File: config.mk
export PLATFORM = sky130hd
export DESIGN_NAME = arith_unit_sched_29_flat
export DESIGN_NICKNAME = d
export VERILOG_FILES = /design/src/rtl/arith_unit_sched_29_if.sv /design/src/rtl/arith_unit_sched_29.sv /design/src/flat_wrapper.sv
export SDC_FILE = /design/constraint.sdc
export NUM_CORES = 1
export LEC_CHECK = 0
export CAP_MARGIN = 10
export CORE_MARGIN = 2
export CORE_UTILIZATION = 41
export DETAILED_ROUTE_END_ITERATION = 12
export HOLD_SLACK_MARGIN = 0.03
export PLACE_DENSITY = 0.95
export SLEW_MARGIN = 20
export SYNTH_ARGS = -nofsm -noshare
export SYNTH_HDL_FRONTEND = slang
export SYNTH_SLANG_ARGS = --single-unit
File: constraint.sdc
create_clock -name clk -period 6 [get_ports clk]
set_input_delay 1.5 -clock clk [delete_from_list [all_inputs] [get_ports clk]]
set_output_delay 1.5 -clock clk [all_outputs]
set_load 0.05 [all_outputs]
File: src/rtl/arith_unit_sched_29_if.sv
// Request/response channels between the client blocks and the arith-unit scheduler.
// Bit n (or slice n) of each request field belongs to requester n.
interface arith_unit_sched_29_if #(
    parameter int unsigned M = 32
);
    logic [1:0]     req_valid;
    logic [2*M-1:0] req_A;
    logic [2*M-1:0] req_B;
    logic [7:0]     req_op;
    logic [1:0]     req_ready;

    logic           rsp_valid;
    logic           rsp_id;
    logic [M-1:0]   rsp_result;
    logic [3:0]     rsp_status;
    logic           rsp_ready;

    // Client side
    modport master (
        output req_valid, req_A, req_B, req_op, rsp_ready,
        input  req_ready, rsp_valid, rsp_id, rsp_result, rsp_status
    );

    // Scheduler side
    modport slave (
        input  req_valid, req_A, req_B, req_op, rsp_ready,
        output req_ready, rsp_valid, rsp_id, rsp_result, rsp_status
    );
endinterface

File: src/rtl/arith_unit_sched_29.sv
// Two-requester round-robin scheduler for the shared synchronous arithmetic unit.
// One operation in flight: grant, hold operands for SETTLE cycles, capture, respond.
module arith_unit_sched_29 #(
    parameter int unsigned M      = 32,
    parameter int unsigned SETTLE = 3
) (
    input  logic                 clk,
    input  logic                 i_reset,
    arith_unit_sched_29_if.slave bus,
    output logic [M-1:0]         o_au_A,
    output logic [M-1:0]         o_au_B,
    output logic [3:0]           o_au_op,
    input  logic [M-1:0]         i_au_result,
    input  logic [3:0]           i_au_status,
    output logic                 o_busy,
    output logic [7:0]           o_err_count
);
    localparam int unsigned CW = $clog2(SETTLE + 1);

    typedef enum logic [1:0] {StIdle, StIssue, StResp} state_e;

    state_e        state;
    logic          ptr;
    logic          id_q;
    logic [CW-1:0] cnt;
    logic [1:0]    grant;
    logic          gid;

    logic          rsp_valid_q;
    logic          rsp_id_q;
    logic [M-1:0]  rsp_result_q;
    logic [3:0]    rsp_status_q;

    // Round-robin grant: pointer requester first, then the other; nothing while in reset.
    always_comb begin
        grant = 2'b00;
        gid   = ptr;
        if (i_reset && state == StIdle) begin
            if (bus.req_valid[ptr]) begin
                grant[ptr] = 1'b1;
                gid        = ptr;
            end else if (bus.req_valid[~ptr]) begin
                grant[~ptr] = 1'b1;
                gid         = ~ptr;
            end
        end
    end

    assign bus.req_ready  = grant;
    assign bus.rsp_valid  = rsp_valid_q;
    assign bus.rsp_id     = rsp_id_q;
    assign bus.rsp_result = rsp_result_q;
    assign bus.rsp_status = rsp_status_q;
    assign o_busy         = (state != StIdle);

    // Scheduler FSM with registered operand, response and error-count outputs.
    always_ff @(posedge clk or negedge i_reset) begin
        if (!i_reset) begin
            state        <= StIdle;
            ptr          <= 1'b0;
            id_q         <= 1'b0;
            cnt          <= '0;
            o_au_A       <= '0;
            o_au_B       <= '0;
            o_au_op      <= '0;
            rsp_valid_q  <= 1'b0;
            rsp_id_q     <= 1'b0;
            rsp_result_q <= '0;
            rsp_status_q <= '0;
            o_err_count  <= '0;
        end else begin
            case (state)
                StIdle: begin
                    if (|grant) begin
                        o_au_A  <= gid ? bus.req_A[2*M-1:M] : bus.req_A[M-1:0];
                        o_au_B  <= gid ? bus.req_B[2*M-1:M] : bus.req_B[M-1:0];
                        o_au_op <= gid ? bus.req_op[7:4]    : bus.req_op[3:0];
                        id_q    <= gid;
                        ptr     <= ~gid;
                        cnt     <= CW'(1);
                        state   <= StIssue;
                    end
                end
                StIssue: begin
                    // Result settles one cycle after issue, status one cycle after result.
                    if (cnt == CW'(SETTLE)) begin
                        rsp_result_q <= i_au_result;
                        rsp_status_q <= i_au_status;
                        rsp_id_q     <= id_q;
                        rsp_valid_q  <= 1'b1;
                        state        <= StResp;
                        if (i_au_status[3] && o_err_count != 8'hFF) begin
                            o_err_count <= o_err_count + 8'd1;
                        end
                    end else begin
                        cnt <= cnt + CW'(1);
                    end
                end
                StResp: begin
                    if (bus.rsp_ready) begin
                        rsp_valid_q <= 1'b0;
                        state       <= StIdle;
                    end
                end
                default: state <= StIdle;
            endcase
        end
    end
endmodule
File: src/flat_wrapper.sv
// flat-port wrapper written by rule: the top's interface ports become plain ports
module arith_unit_sched_29_flat 
#(
    parameter int unsigned M      = 32,
    parameter int unsigned SETTLE = 3
)
  (clk, i_reset, o_au_A, o_au_B, o_au_op, i_au_result, i_au_status, o_busy, o_err_count, bus_req_valid, bus_req_A, bus_req_B, bus_req_op, bus_rsp_ready, bus_req_ready, bus_rsp_valid, bus_rsp_id, bus_rsp_result, bus_rsp_status);
  arith_unit_sched_29_if #(.M(M)) bus_i ();
  input  logic clk;
  input  logic i_reset;
  output logic [M-1:0] o_au_A;
  output logic [M-1:0] o_au_B;
  output logic [3:0] o_au_op;
  input  logic [M-1:0] i_au_result;
  input  logic [3:0] i_au_status;
  output logic o_busy;
  output logic [7:0] o_err_count;
  input wire logic [$bits(bus_i.req_valid)-1:0] bus_req_valid;
  input wire logic [$bits(bus_i.req_A)-1:0] bus_req_A;
  input wire logic [$bits(bus_i.req_B)-1:0] bus_req_B;
  input wire logic [$bits(bus_i.req_op)-1:0] bus_req_op;
  input wire logic [$bits(bus_i.rsp_ready)-1:0] bus_rsp_ready;
  output wire logic [$bits(bus_i.req_ready)-1:0] bus_req_ready;
  output wire logic [$bits(bus_i.rsp_valid)-1:0] bus_rsp_valid;
  output wire logic [$bits(bus_i.rsp_id)-1:0] bus_rsp_id;
  output wire logic [$bits(bus_i.rsp_result)-1:0] bus_rsp_result;
  output wire logic [$bits(bus_i.rsp_status)-1:0] bus_rsp_status;
  assign bus_i.req_valid = bus_req_valid;
  assign bus_i.req_A = bus_req_A;
  assign bus_i.req_B = bus_req_B;
  assign bus_i.req_op = bus_req_op;
  assign bus_i.rsp_ready = bus_rsp_ready;
  assign bus_req_ready = bus_i.req_ready;
  assign bus_rsp_valid = bus_i.rsp_valid;
  assign bus_rsp_id = bus_i.rsp_id;
  assign bus_rsp_result = bus_i.rsp_result;
  assign bus_rsp_status = bus_i.rsp_status;
  arith_unit_sched_29 #(.M(M), .SETTLE(SETTLE)) u_core (.clk(clk), .i_reset(i_reset), .bus(bus_i), .o_au_A(o_au_A), .o_au_B(o_au_B), .o_au_op(o_au_op), .i_au_result(i_au_result), .i_au_status(i_au_status), .o_busy(o_busy), .o_err_count(o_err_count));
endmodule
==> impl_metrics.py <==
metrics = {
    "run_status": {
        "run_status": "finished clean",
    },
    "worst_hold_path": {
        "holdPathEnd": "u_core.bus.rsp_status[3]",
        "worstHoldStart": "u_core.bus.rsp_status[3]",
        "hold_depth": 2,
        "worstHoldPathType": "flop to flop",
    },
    "cts": {
        "clock_sinks": 120,
        "cts_tree": "built",
        "clk_path_buf_depth": 2,
        "post_cts_resized": 0,
        "cts_inserted_buffers": 17,
        "cts.root.buffer_cell": "clkbuf_16",
        "cts_setup_buffers": 0,
        "htreeDepth": 4,
        "clock_latency_ns": 0.40,
        "hold_buffers": 0,
        "clkTransAtPathRegs_ns": 0.05,
    },
    "timing": {
        "finalSetupTns_ns": 0,
        "timing.fmax_ghz": 0.199,
        "post-route-period-util_pct": 83.8,
        "finalMaxSlewViolations": 0,
        "setup_viol": 0,
        "whs_ns": 0.484,
        "hold_violations": 0,
        "fin_crit_ns": 5.03,
        "worst_slew_pin_slew_ns": 0.893,
        "slew_headroom_pct": 40.4,
        "rsz0062_at_grt": "false",
        "clock_skew_ns": 0.00789,
    },
    "critical_path": {
        "cp-end-kind": "output pin",
        "path_max_fanout": 6,
        "criticalPathCategory": "input port to output pin",
        "rr_worst_depth": 7,
        "cp.required_ns": 4.50,
        "crit_arrival_ns": 3.53,
        "reg2reg_from": "u_core.ptr",
        "startpoint_type": "input port",
        "reg2reg_to": "u_core.o_au_A[20]",
        "reg2reg_setup_slack_ns": 3.16,
    },
    "route": {
        "finalWirelength_um": 15900,
        "avgViaCountPerCell": 5.17,
        "drc": 0,
        "ant_nets": 0,
        "drtPass1Iterations": 6,
        "dr.first_iter.drc_count": 295,
        "route.detailed.wl_per_inst_um": 18.7,
        "via_count": 4412,
    },
    "die": {
        "die_w_um": 115,
        "core_area_um2": 12100,
        "io_pins": 294,
        "start_util_pct": 42.0,
        "die-area_um2": 13300,
        "die-height_um": 115,
        "row_count": 40,
    },
    "synth": {
        "netlist_instances": 381,
        "yosysTopAreaCell": "dfrtp_1",
        "syn-num-nets": 561,
        "ys_ff_latch": 120,
        "yosys-top-cells-area": "dfrtp_1 (59%), a221o_1 (13%), nor2b_1 (8.5%)",
        "syn-cell-area_um2": 5070,
        "ys_seq_area_share_pct": 59.2,
        "yosys_warnings": 0,
        "synth_area_per_cell_um2": 13.3,
        "yosysTopAreaCellShare_pct": 59.2,
        "yosysUniqueCellTypes": 32,
    },
    "pwr": {
        "ir_drop_v": 0.000348,
        "p_total_uw": 5550,
        "p_leak_uw": 0.00368,
        "power.density_nw_per_um2": 635,
    },
    "grt": {
        "antenna_found_initial": 0,
        "grt_overflow_total": 0,
        "grt_pass1_wl_um": 24100,
        "grt_max_degree": 66,
        "grtUsageTotal_pct": 23.6,
        "grt_pass1_vias": 4700,
    },
    "placement": {
        "gp_congestion": 0.841,
        "dp_hpwl_um": 11600,
        "numPortBuffers": 293,
        "dp_cells": 822,
    },
    "finish": {
        "nNetsFinal": 853,
        "final_cells": 854,
        "final_layout_size_suffix_gt1_share_pct": 11.8,
        "final_util_pct": 72.4,
        "area_growth_pct": 72.3,
        "n_antenna_cell": 0,
    },
    "job": {
        "drv_cap": 0,
    },
}
[Yosys cell counts]
library cell    n
dfrtp_1       120
nor2b_1        69
a221o_1        68
mux2_2         38
buf_2          22
nor2_1          8
nand2_1         7
a21oi_1         6
xnor2_1         4
and3_1          3
ha_1            3
inv_1           3
nand2b_1        3
nand4_1         3
nor3b_1         3
o21ai_0         3
buf_6           2
xor2_1          2
a2bb2oi_1       1
a41oi_2         1
and4_1          1
buf_4           1
clkbuf_1        1
nand3_1         1
nand3b_1        1
nand4b_1        1
nor3_1          1
nor3_2          1
o21a_1          1
o21bai_1        1
o31a_2          1
or2_2           1
[critical path: stages]
cell,delay (ns)
clkdlybuf4s50_1,0.57
mux2_2,0.19
ha_1,0.21
nand2b_1,0.09
a21oi_1,0.14
clkdlybuf4s50_1,0.83
[layer usage]
metal / global-route usage (%) / vias up / routed length [um]
met5: 0 / - / 0
met4: 8.51 / 0 / 342
met3: 7.17 / 25 / 1210
met2: 41.5 / 237 / 8300
met1: 27.2 / 2147 / 6090
li1: - / 2003 / -
[per-stage QoR]
step	worst slack, ns	instance area [um2]
floorplan	1.70	5070
global placement	1.06	8120
detailed placement	0.988	8120
CTS	0.980	8730
global route	0.887	8730
finish	0.974	8730
[state kept, by name (all words and copies together) (netlist names)]
register and cells:
u_core.bus.rsp_result 32, u_core.ptr 1, u_core.state 2, u_core.bus.rsp_id 1, u_core.o_au_A 32, u_core.o_au_B 32
u_core.o_au_op 4, u_core.o_err_count 8, u_core.cnt 2, u_core.bus.rsp_valid 1, u_core.id_q 1, u_core.bus.rsp_status 4
[how the worst max path moves through the flow]
stage,startpoint,end,slack (ns),cells past startpoint
CTS,bus_req_valid[1],bus_req_ready[0],0.98,6
floorplan,bus_req_valid[0],bus_req_ready[1],1.70,2
global placement,bus_req_valid[1],bus_req_ready[0],1.06,6
detailed placement,bus_req_valid[1],bus_req_ready[0],0.99,6
global route,bus_req_valid[1],bus_req_ready[0],0.89,6
finish,bus_req_valid[1],bus_req_ready[0],0.97,6
[power breakdown]
| group | internal [uW] | total (uW) | leakage [uW] | switching (uW) |
|---|---|---|---|---|
| sequential | 1190 | 1410 | 0.00147 | 224 |
| clock | 686 | 1050 | 0.000295 | 361 |
| combinational | 1180 | 3090 | 0.00192 | 1900 |
| total | 3060 | 5550 | 0.00368 | 2490 |
[cell families (layout without fill, tap and decap cells)]
logic type | Yosys count | after routing | synth area share, %
adders and majority gates | 3 | 3 | 0.740
DFF | 120 | 120 | 59.2
muxes | 38 | 38 | 8.44
AOI/OAI and AO/OA | 82 | 82 | 15.3
xor gates and xnor gates | 6 | 6 | 1.04
buffers and inverters | 29 | 334 | 3.06
and+or+nand+nor | 103 | 103 | 12.2
[cell usage in the layout (no fill, tap or decap), types with 3 or more instances in the layout]
master,synthesis,layout
nand2b_1,3,3
clkbuf_8,0,3
clkinv_2,0,3
inv_1,3,3
clkbuf_16,0,17
dfrtp_1,120,120
ha_1,3,3
buf_4,1,7
nor2b_1,69,69
a21oi_1,6,6
nor2_1,8,8
bufinv_16,0,3
and3_1,3,3
clkdlybuf4s50_1,0,292
nand2_1,7,7
nand4_1,3,3
nor3b_1,3,3
mux2_2,38,38
a221o_1,68,68
clkinvlp_4,0,3
xnor2_1,4,4
o21ai_0,3,3
[cell type report]
class	instances	area (um2)
fill	765	3330
sequential	120	3000
timing repair buffer	299	2980
multi-input combinational	232	1920
clock buffer	21	470
tap	168	210
clock inverter	11	145
inverter	3	11.3
Note: power is estimated with default switching activity, not from simulation.
